File: src/rtl/mem_port_arbiter.sv
// mem_port_arbiter
// Shares one synchronous-read unified memory between two requesters.
// Port 0 (CPU core) has priority; a hold counter bounds how many
// consecutive port-0 grants port 1 can be made to wait through.
//
// Ports:
//   clk, reset_n                 clock, asynchronous active-low reset
//   m0_req/we/addr/wdata         port 0 request inputs
//   m0_gnt                       port 0 access performed this cycle
//   m0_rvalid/m0_rdata           port 0 read return (one cycle after gnt)
//   m1_*                         identical set for port 1
//   mem_we/mem_addr/mem_wdata    memory command, driven for the granted port
//   mem_rdata                    memory read data (valid cycle after address)
module mem_port_arbiter #(
  parameter int ADDR_W   = 32,
  parameter int DATA_W   = 32,
  parameter int MAX_HOLD = 4
) (
  input  logic              clk,
  input  logic              reset_n,
  input  logic              m0_req,
  input  logic              m0_we,
  input  logic [ADDR_W-1:0] m0_addr,
  input  logic [DATA_W-1:0] m0_wdata,
  output logic              m0_gnt,
  output logic              m0_rvalid,
  output logic [DATA_W-1:0] m0_rdata,
  input  logic              m1_req,
  input  logic              m1_we,
  input  logic [ADDR_W-1:0] m1_addr,
  input  logic [DATA_W-1:0] m1_wdata,
  output logic              m1_gnt,
  output logic              m1_rvalid,
  output logic [DATA_W-1:0] m1_rdata,
  output logic              mem_we,
  output logic [ADDR_W-1:0] mem_addr,
  output logic [DATA_W-1:0] mem_wdata,
  input  logic [DATA_W-1:0] mem_rdata
);

  localparam logic [3:0] MAX_HOLD_C = 4'(MAX_HOLD);

  logic [3:0] hold_cnt_r;
  logic       gnt0_s;
  logic       gnt1_s;
  logic       any_gnt_s;
  logic       mem_we_s;
  // Read tag kept one-hot: at most one of these is set, marking the owner
  // of the read issued in the previous cycle.
  logic       rvalid0_r;
  logic       rvalid1_r;

  // Grant decision: port 0 wins unless port 1 has waited out the hold budget.
  // Reset low forces both grants off irrespective of the request inputs.
  always_comb begin
    gnt0_s = 1'b0;
    gnt1_s = 1'b0;
    if (!reset_n) begin
      gnt0_s = 1'b0;
      gnt1_s = 1'b0;
    end else if (m0_req && m1_req) begin
      if (hold_cnt_r >= MAX_HOLD_C) begin
        gnt1_s = 1'b1;
      end else begin
        gnt0_s = 1'b1;
      end
    end else if (m0_req) begin
      gnt0_s = 1'b1;
    end else if (m1_req) begin
      gnt1_s = 1'b1;
    end else begin
      gnt0_s = 1'b0;
      gnt1_s = 1'b0;
    end
  end

  assign any_gnt_s = gnt0_s | gnt1_s;
  assign mem_we_s  = (gnt0_s & m0_we) | (gnt1_s & m1_we);

  // Memory command mux: port 1 only when it owns the cycle, else port 0.
  always_comb begin
    mem_addr  = m0_addr;
    mem_wdata = m0_wdata;
    if (gnt1_s) begin
      mem_addr  = m1_addr;
      mem_wdata = m1_wdata;
    end else begin
      mem_addr  = m0_addr;
      mem_wdata = m0_wdata;
    end
  end

  assign mem_we = mem_we_s;
  assign m0_gnt = gnt0_s;
  assign m1_gnt = gnt1_s;

  // Hold counter: counts port-0 grants taken while port 1 is waiting.
  always_ff @(posedge clk or negedge reset_n) begin
    if (!reset_n) begin
      hold_cnt_r <= 4'd0;
    end else if (gnt1_s || !m1_req) begin
      hold_cnt_r <= 4'd0;
    end else if (gnt0_s && (hold_cnt_r < MAX_HOLD_C)) begin
      hold_cnt_r <= hold_cnt_r + 4'd1;
    end else begin
      hold_cnt_r <= hold_cnt_r;
    end
  end

  // Read tag: remember which port issued a read so the next cycle's
  // memory data is attributed to it. Writes leave the tag clear.
  always_ff @(posedge clk or negedge reset_n) begin
    if (!reset_n) begin
      rvalid0_r <= 1'b0;
      rvalid1_r <= 1'b0;
    end else begin
      rvalid0_r <= any_gnt_s & ~mem_we_s & gnt0_s;
      rvalid1_r <= any_gnt_s & ~mem_we_s & gnt1_s;
    end
  end

  assign m0_rvalid = rvalid0_r;
  assign m1_rvalid = rvalid1_r;
  // Read data is broadcast; rvalid alone says whose it is.
  assign m0_rdata  = mem_rdata;
  assign m1_rdata  = mem_rdata;

endmodule

File: config.mk
export PLATFORM = sky130hd
export DESIGN_NAME = mem_port_arbiter
export DESIGN_NICKNAME = d
export VERILOG_FILES = /design/src/rtl/mem_port_arbiter.sv
export SDC_FILE = /design/constraint.sdc
export NUM_CORES = 1
export LEC_CHECK = 0
export ABC_AREA = 1
export CORE_AREA = 2 2 116 118
export CTS_CLUSTER_DIAMETER = 120
export DETAILED_ROUTE_END_ITERATION = 7
export DIE_AREA = 0 0 118 120
export GPL_ROUTABILITY_DRIVEN = 0
export SLEW_MARGIN = 20
export SYNTH_ARGS = -nofsm -noshare
export SYNTH_HDL_FRONTEND = slang
export SYNTH_SLANG_ARGS = --single-unit
File: constraint.sdc
create_clock -name clk -period 1.8 [get_ports clk]
set_input_delay 0.36 -clock clk [delete_from_list [all_inputs] [get_ports clk]]
set_output_delay 0.36 -clock clk [all_outputs]
set_load 0.01 [all_outputs]
Yosys cells after proc, flatten, opt, wreduce, memory -nomap -nowiden
Cells that the tools add are included.

Register bits after elaboration: 6. Bits of input ports: 166. Output and inout bits: 133. Logic and storage cells: 32.

Add/subtract/negate cells: 1. Order comparisons: 2. Muxes and demuxes: 13. Bitwise logic cells: 8. Reductions and logical operators: 5.

Operator list (count): 2-to-1 mux 32 bit (2); 2-to-1 mux 1 bit (9); 2-to-1 mux 4 bit (2); AND 1 bit (5); adder 4 x 1 -> 4 bit (second input constant) (1); >= comparator 4 x 3 -> 1 bit (second input constant) (1); < comparator 4 x 3 -> 1 bit (second input constant) (1); logical AND 1 bit (2); OR 1 bit (2); nonzero test 2 bit (1); zero test 1 bit (1); logical OR 1 bit (1); inverter 1 bit (1).

Logic depth before layout (Yosys ltp)
Gate-level depths: netlist of the first run.

Depth in word-level cells: 9. Gate-level depth with buffers: 8. Mapped depth without buffers: 6.

Worst setup path after synthesis of the first run
Ideal clock, no wire load.

Path type: register to output. Start point: register hold_cnt_r[2]. End point: output port mem_addr[0]. Data arrival time: 1098 ps. Data required time: 1440 ps. Slack: 342 ps. Stages on the path, launching flop included: 9. Path buffers: 2. Cell sequence: dfrtp_1 > nor2_2 > nand2_2 > nand2_2 > inv_2 > buf_8 > buf_12 > nand2_2 > nand2_1.

Cells in the longest elaborated chain, start to end: 5.

Ends and longest elaborated chain: from (decl) (RTL line 43) `logic [3:0] hold_cnt_r;`; from (signal assigned) (RTL line 104) `hold_cnt_r <= hold_cnt_r + 4'd1;`; from (signal assigned) (RTL line 106) `hold_cnt_r <= hold_cnt_r;`; >= comparator 4 x 3 -> 1 bit (RTL line 62) `if (hold_cnt_r >= MAX_HOLD_C) begin`; 2-to-1 mux 1 bit (RTL line 62); 2-to-1 mux 1 bit (RTL line 61) `end else if (m0_req && m1_req) begin`; 2-to-1 mux 1 bit (RTL line 58) `if (!reset_n) begin`; 2-to-1 mux 32 bit (RTL line 84) `if (gnt1_s) begin`; to (decl) (RTL line 36) `output logic [ADDR_W-1:0] mem_addr,`.

No other way between the ends.

Final worst setup path of the first run
Start point: register hold_cnt_r[3]. End point: output port mem_addr[1].

The elaborated chain is that of the path after synthesis.

==> results.txt, run 1 <==
----------------------------------------------------
[Outcome]
  Failing checks ... negative setup slack
  Result of the run ... finished with violations

[Worst setup path]
  Worst setup EP type ... output pin
  Required time reported for the critical path endpoint ... 1.44 ns
  Critical Path Start Type ... flip-flop
  Critical Path Fanout Max ... 6
  Crit path kind ... reg -> out
  Cell breakdown of the critical path ... nor2_2 -> nand2_2 -> nand2_4 -> inv_8 -> buf_12 -> buf_16 -> buf_12 -> nand2_2 -> nand2_1 -> buf_2
  Crit-path slowest cell ... sky130_fd_sc_hd__dfrtp_1
  Critical path's largest stage delay ... 0.39 ns
  Endpoint arrival time on the critical path ... 1.66 ns
  Flop2flop setup slack ... 0.61 ns

[Pwr]
  Worst vdd rail ir drop ... 0.000195 V
  Power density over the cells ... 336 mW/mm²
  Leakage power ... 2.14 nW

[Global routing]
  Maximum number of pins on one net before global-route repair ... 32
  Number of global-route vias before repair ... 2534
  Number of antenna violations at the first check in global routing ... 0
  Aggregate global-route resource usage ... 0.109
  Overflow after GRT ... 0
  Global-route wire length before repair ... 12.4 mm

[Floorplanning]
  Total Die Area ... 0.0142 mm²
  Core ar. ... 0.0130 mm²
  Site row count ... 42
  Initial core utilization ... 0.134
  Die Span X ... 118 µm
  Die Ht ... 120 µm
  Boundary Pins ... 299

[STA]
  Fin worst setup slack ... -0.219 ns
  Maximum frequency from static timing analysis ... 495 MHz
  Setup Total Neg Slack ... -6.45 ns
  Setup repair after global routing missed its margin ... yes
  Max-Slew Margin vs Limit ... 0.858
  Measured slew at the worst slew-check pin ... 0.212 ns
  Post-route clock period utilization ... 1.12
  Clock skew after layout ... 0.00134 ns
  Worst hold margin ... 0.184 ns
  Setup violators final ... 48
  Post-layout min period ... 2.02 ns
  Final hold viol count ... 0
  Max Transition Viols Final ... 0

[Clock tree]
  Sinks on the clock net ... 6
  Post-CTS clock slew at the launch and capture registers of the worst setup and hold paths ... 0.03 ns
  Clk_lat worst skew ... 0.23 ns
  Clock root cell ... sky130_fd_sc_hd__clkbuf_16
  Hold-fix buffers, CTS ... 0
  Clock buffer depth ... 2
  TritonCTS buffer count ... 3
  Total number of H-tree levels ... 1
  CTS tree ... done

[Layout]
  Number of standard cells in the final layout excluding fillers ... 654
  Area delta synth->final ... 139%
  Fill cell total of the finished layout ... 1383
  Commonest non-fill, non-tap cells in the layout ... sky130_fd_sc_hd__clkdlybuf4s50_1 (132), sky130_fd_sc_hd__nand2_1 (117), sky130_fd_sc_hd__nand2_2 (56)
  Proportion of layout cells with a drive suffix above 1 ... 0.418
  Number of antenna repair diodes ... 0
  Total Nets Final ... 647
  Utilization after layout ... 0.320
  Most common cell after layout, fill and taps aside ... sky130_fd_sc_hd__clkdlybuf4s50_1

[Placed design]
  Cells after DPL ... 623
  Detailed-placement wirelength estimate ... 6.04 mm
  Total of buffers placed on input and output ports ... 202

[Drt]
  Post-route DRC ... 0
  Routed length per instance ... 13.3 µm
  Via/cell ratio ... 3.78
  Via count of the routed design ... 2469
  Residual antenna-violating net count after detailed routing ... 0
  Iteration-0 DRC count of the detailed router ... 47
  Final wirelength ... 8.67 mm
  Number of iterations in the first detailed-routing pass ... 6

[Yosys]
  Synthesized Nets ... 475
  Post-synthesis cell area ... 0.00174 mm²
  Post-synth cell types ... 17
  Syn avg cell area ... 5.64 µm²
  Post-synthesis cell count ... 308
  Top area cells in the synthesized netlist ... sky130_fd_sc_hd__nand2_1 (37%), sky130_fd_sc_hd__buf_4 (30%), sky130_fd_sc_hd__nand2_2 (12%)
  Portion of the post-synthesis area used by sequential elements ... 0.0865
  Synth area leader ... sky130_fd_sc_hd__nand2_1
  Flop and latch count out of synthesis ... 6
  Synth top area share ... 0.367
  Yosys warnings ... 0

[Worst hold path]
  Hold Path Class ... in -> async

[Job]
  Reported max-cap violation count ... 0

----------------------------------------------------
-- per-layer routing --
metal  part of all wire  vias to the layer above  global-route usage
met5                  0                        -                   0
met2               0.52                      191               0.200
li1                   -                     1192                   -
met1               0.36                     1067               0.115
met3               0.10                       19              0.0356
met4              0.025                        0              0.0407
-- critical path, delay by kind of cell, from the launching register on --
kind                   cells  cell delay [ns]
buffers and inverters      5             0.60
flip-flops                 1             0.39
AND/OR/NAND/NOR            5             0.46
-- through the flow --
stage | instance area (µm²) | power, mW | setup slack, ns
after floorplan | 1740 | 0.521 | 0.342
final | 4150 | 1.39 | -0.219
after global routing | 4150 | 1.47 | -0.309
after CTS | 3760 | 1.29 | -0.205
after detailed placement | 3490 | 0.934 | -0.676
after global placement | 3490 | 0.929 | -0.653
-- sequential cells by signal, indices dropped and copies added (netlist names) --
signal,cells
hold_cnt_r,4
m0_rvalid,1
m1_rvalid,1
-- final timing paths --
check,startpoint,end,cells after the start
setup / recovery,hold_cnt_r[3],mem_addr[1],10
hold / removal,reset_n,hold_cnt_r[2],2
setup reg to reg,hold_cnt_r[3],m1_rvalid,7
hold reg to reg,hold_cnt_r[1],hold_cnt_r[1],2
max in group asynchronous,reset_n,hold_cnt_r[3],2
min in group clk,hold_cnt_r[1],hold_cnt_r[1],2
-- where the power goes --
part / internal, mW / switching (mW)
Clock: 0.285 / 0.0720
Combinational: 0.546 / 0.350
Sequential: 0.139 / 0.00201
Total: 0.970 / 0.424
-- Yosys cell counts --
master                    instances
sky130_fd_sc_hd__buf_12           3
sky130_fd_sc_hd__buf_2            2
sky130_fd_sc_hd__buf_4           69
sky130_fd_sc_hd__buf_6            3
sky130_fd_sc_hd__buf_8            1
sky130_fd_sc_hd__dfrtp_1          6
sky130_fd_sc_hd__ha_1             1
sky130_fd_sc_hd__inv_1            5
sky130_fd_sc_hd__inv_2            2
sky130_fd_sc_hd__nand2_1        170
sky130_fd_sc_hd__nand2_2         32
sky130_fd_sc_hd__nand3_1          4
sky130_fd_sc_hd__nor2_1           4
sky130_fd_sc_hd__nor2_2           1
sky130_fd_sc_hd__nor3b_1          1
sky130_fd_sc_hd__o21ai_0          3
sky130_fd_sc_hd__xnor2_1          1
-- cells by family after synthesis --
| group | after synthesis | synth area share |
|---|---|---|
| xor gates and xnor gates | 1 | 0.00504 |
| buffers and inverters | 85 | 0.382 |
| and+or+nand+nor | 212 | 0.511 |
| AOI/OAI and AO/OA | 3 | 0.00864 |
| adders and majority gates | 1 | 0.00720 |
| DFF | 6 | 0.0865 |
-- repair_timing --
action                     4_1_cts  5_1_grt
gates cloned                     5        2
pin swaps                        3       17
gates resized for setup        262      135
buffers inserted                19        3
setup endpoints to repair       67       66
-- final cells by class --
type                            instances  area, µm²  share of cell area
Multi-Input combinational cell        217       1200               0.290
Clock buffer                            3       75.1              0.0181
Sequential cell                         6        150              0.0362
Timing Repair Buffer                  245       2470               0.595
Inverter                                7       33.8             0.00814
Tap cell                              176        220              0.0531
Power figures use the tool's default switching activity.
==> inputs of run 2 (changes only) <==
HOLD_SLACK_MARGIN = 0.02   (was default)
==> results of run 2 <==
The final DEF is identical to that of run 1; final timing and power are the same.
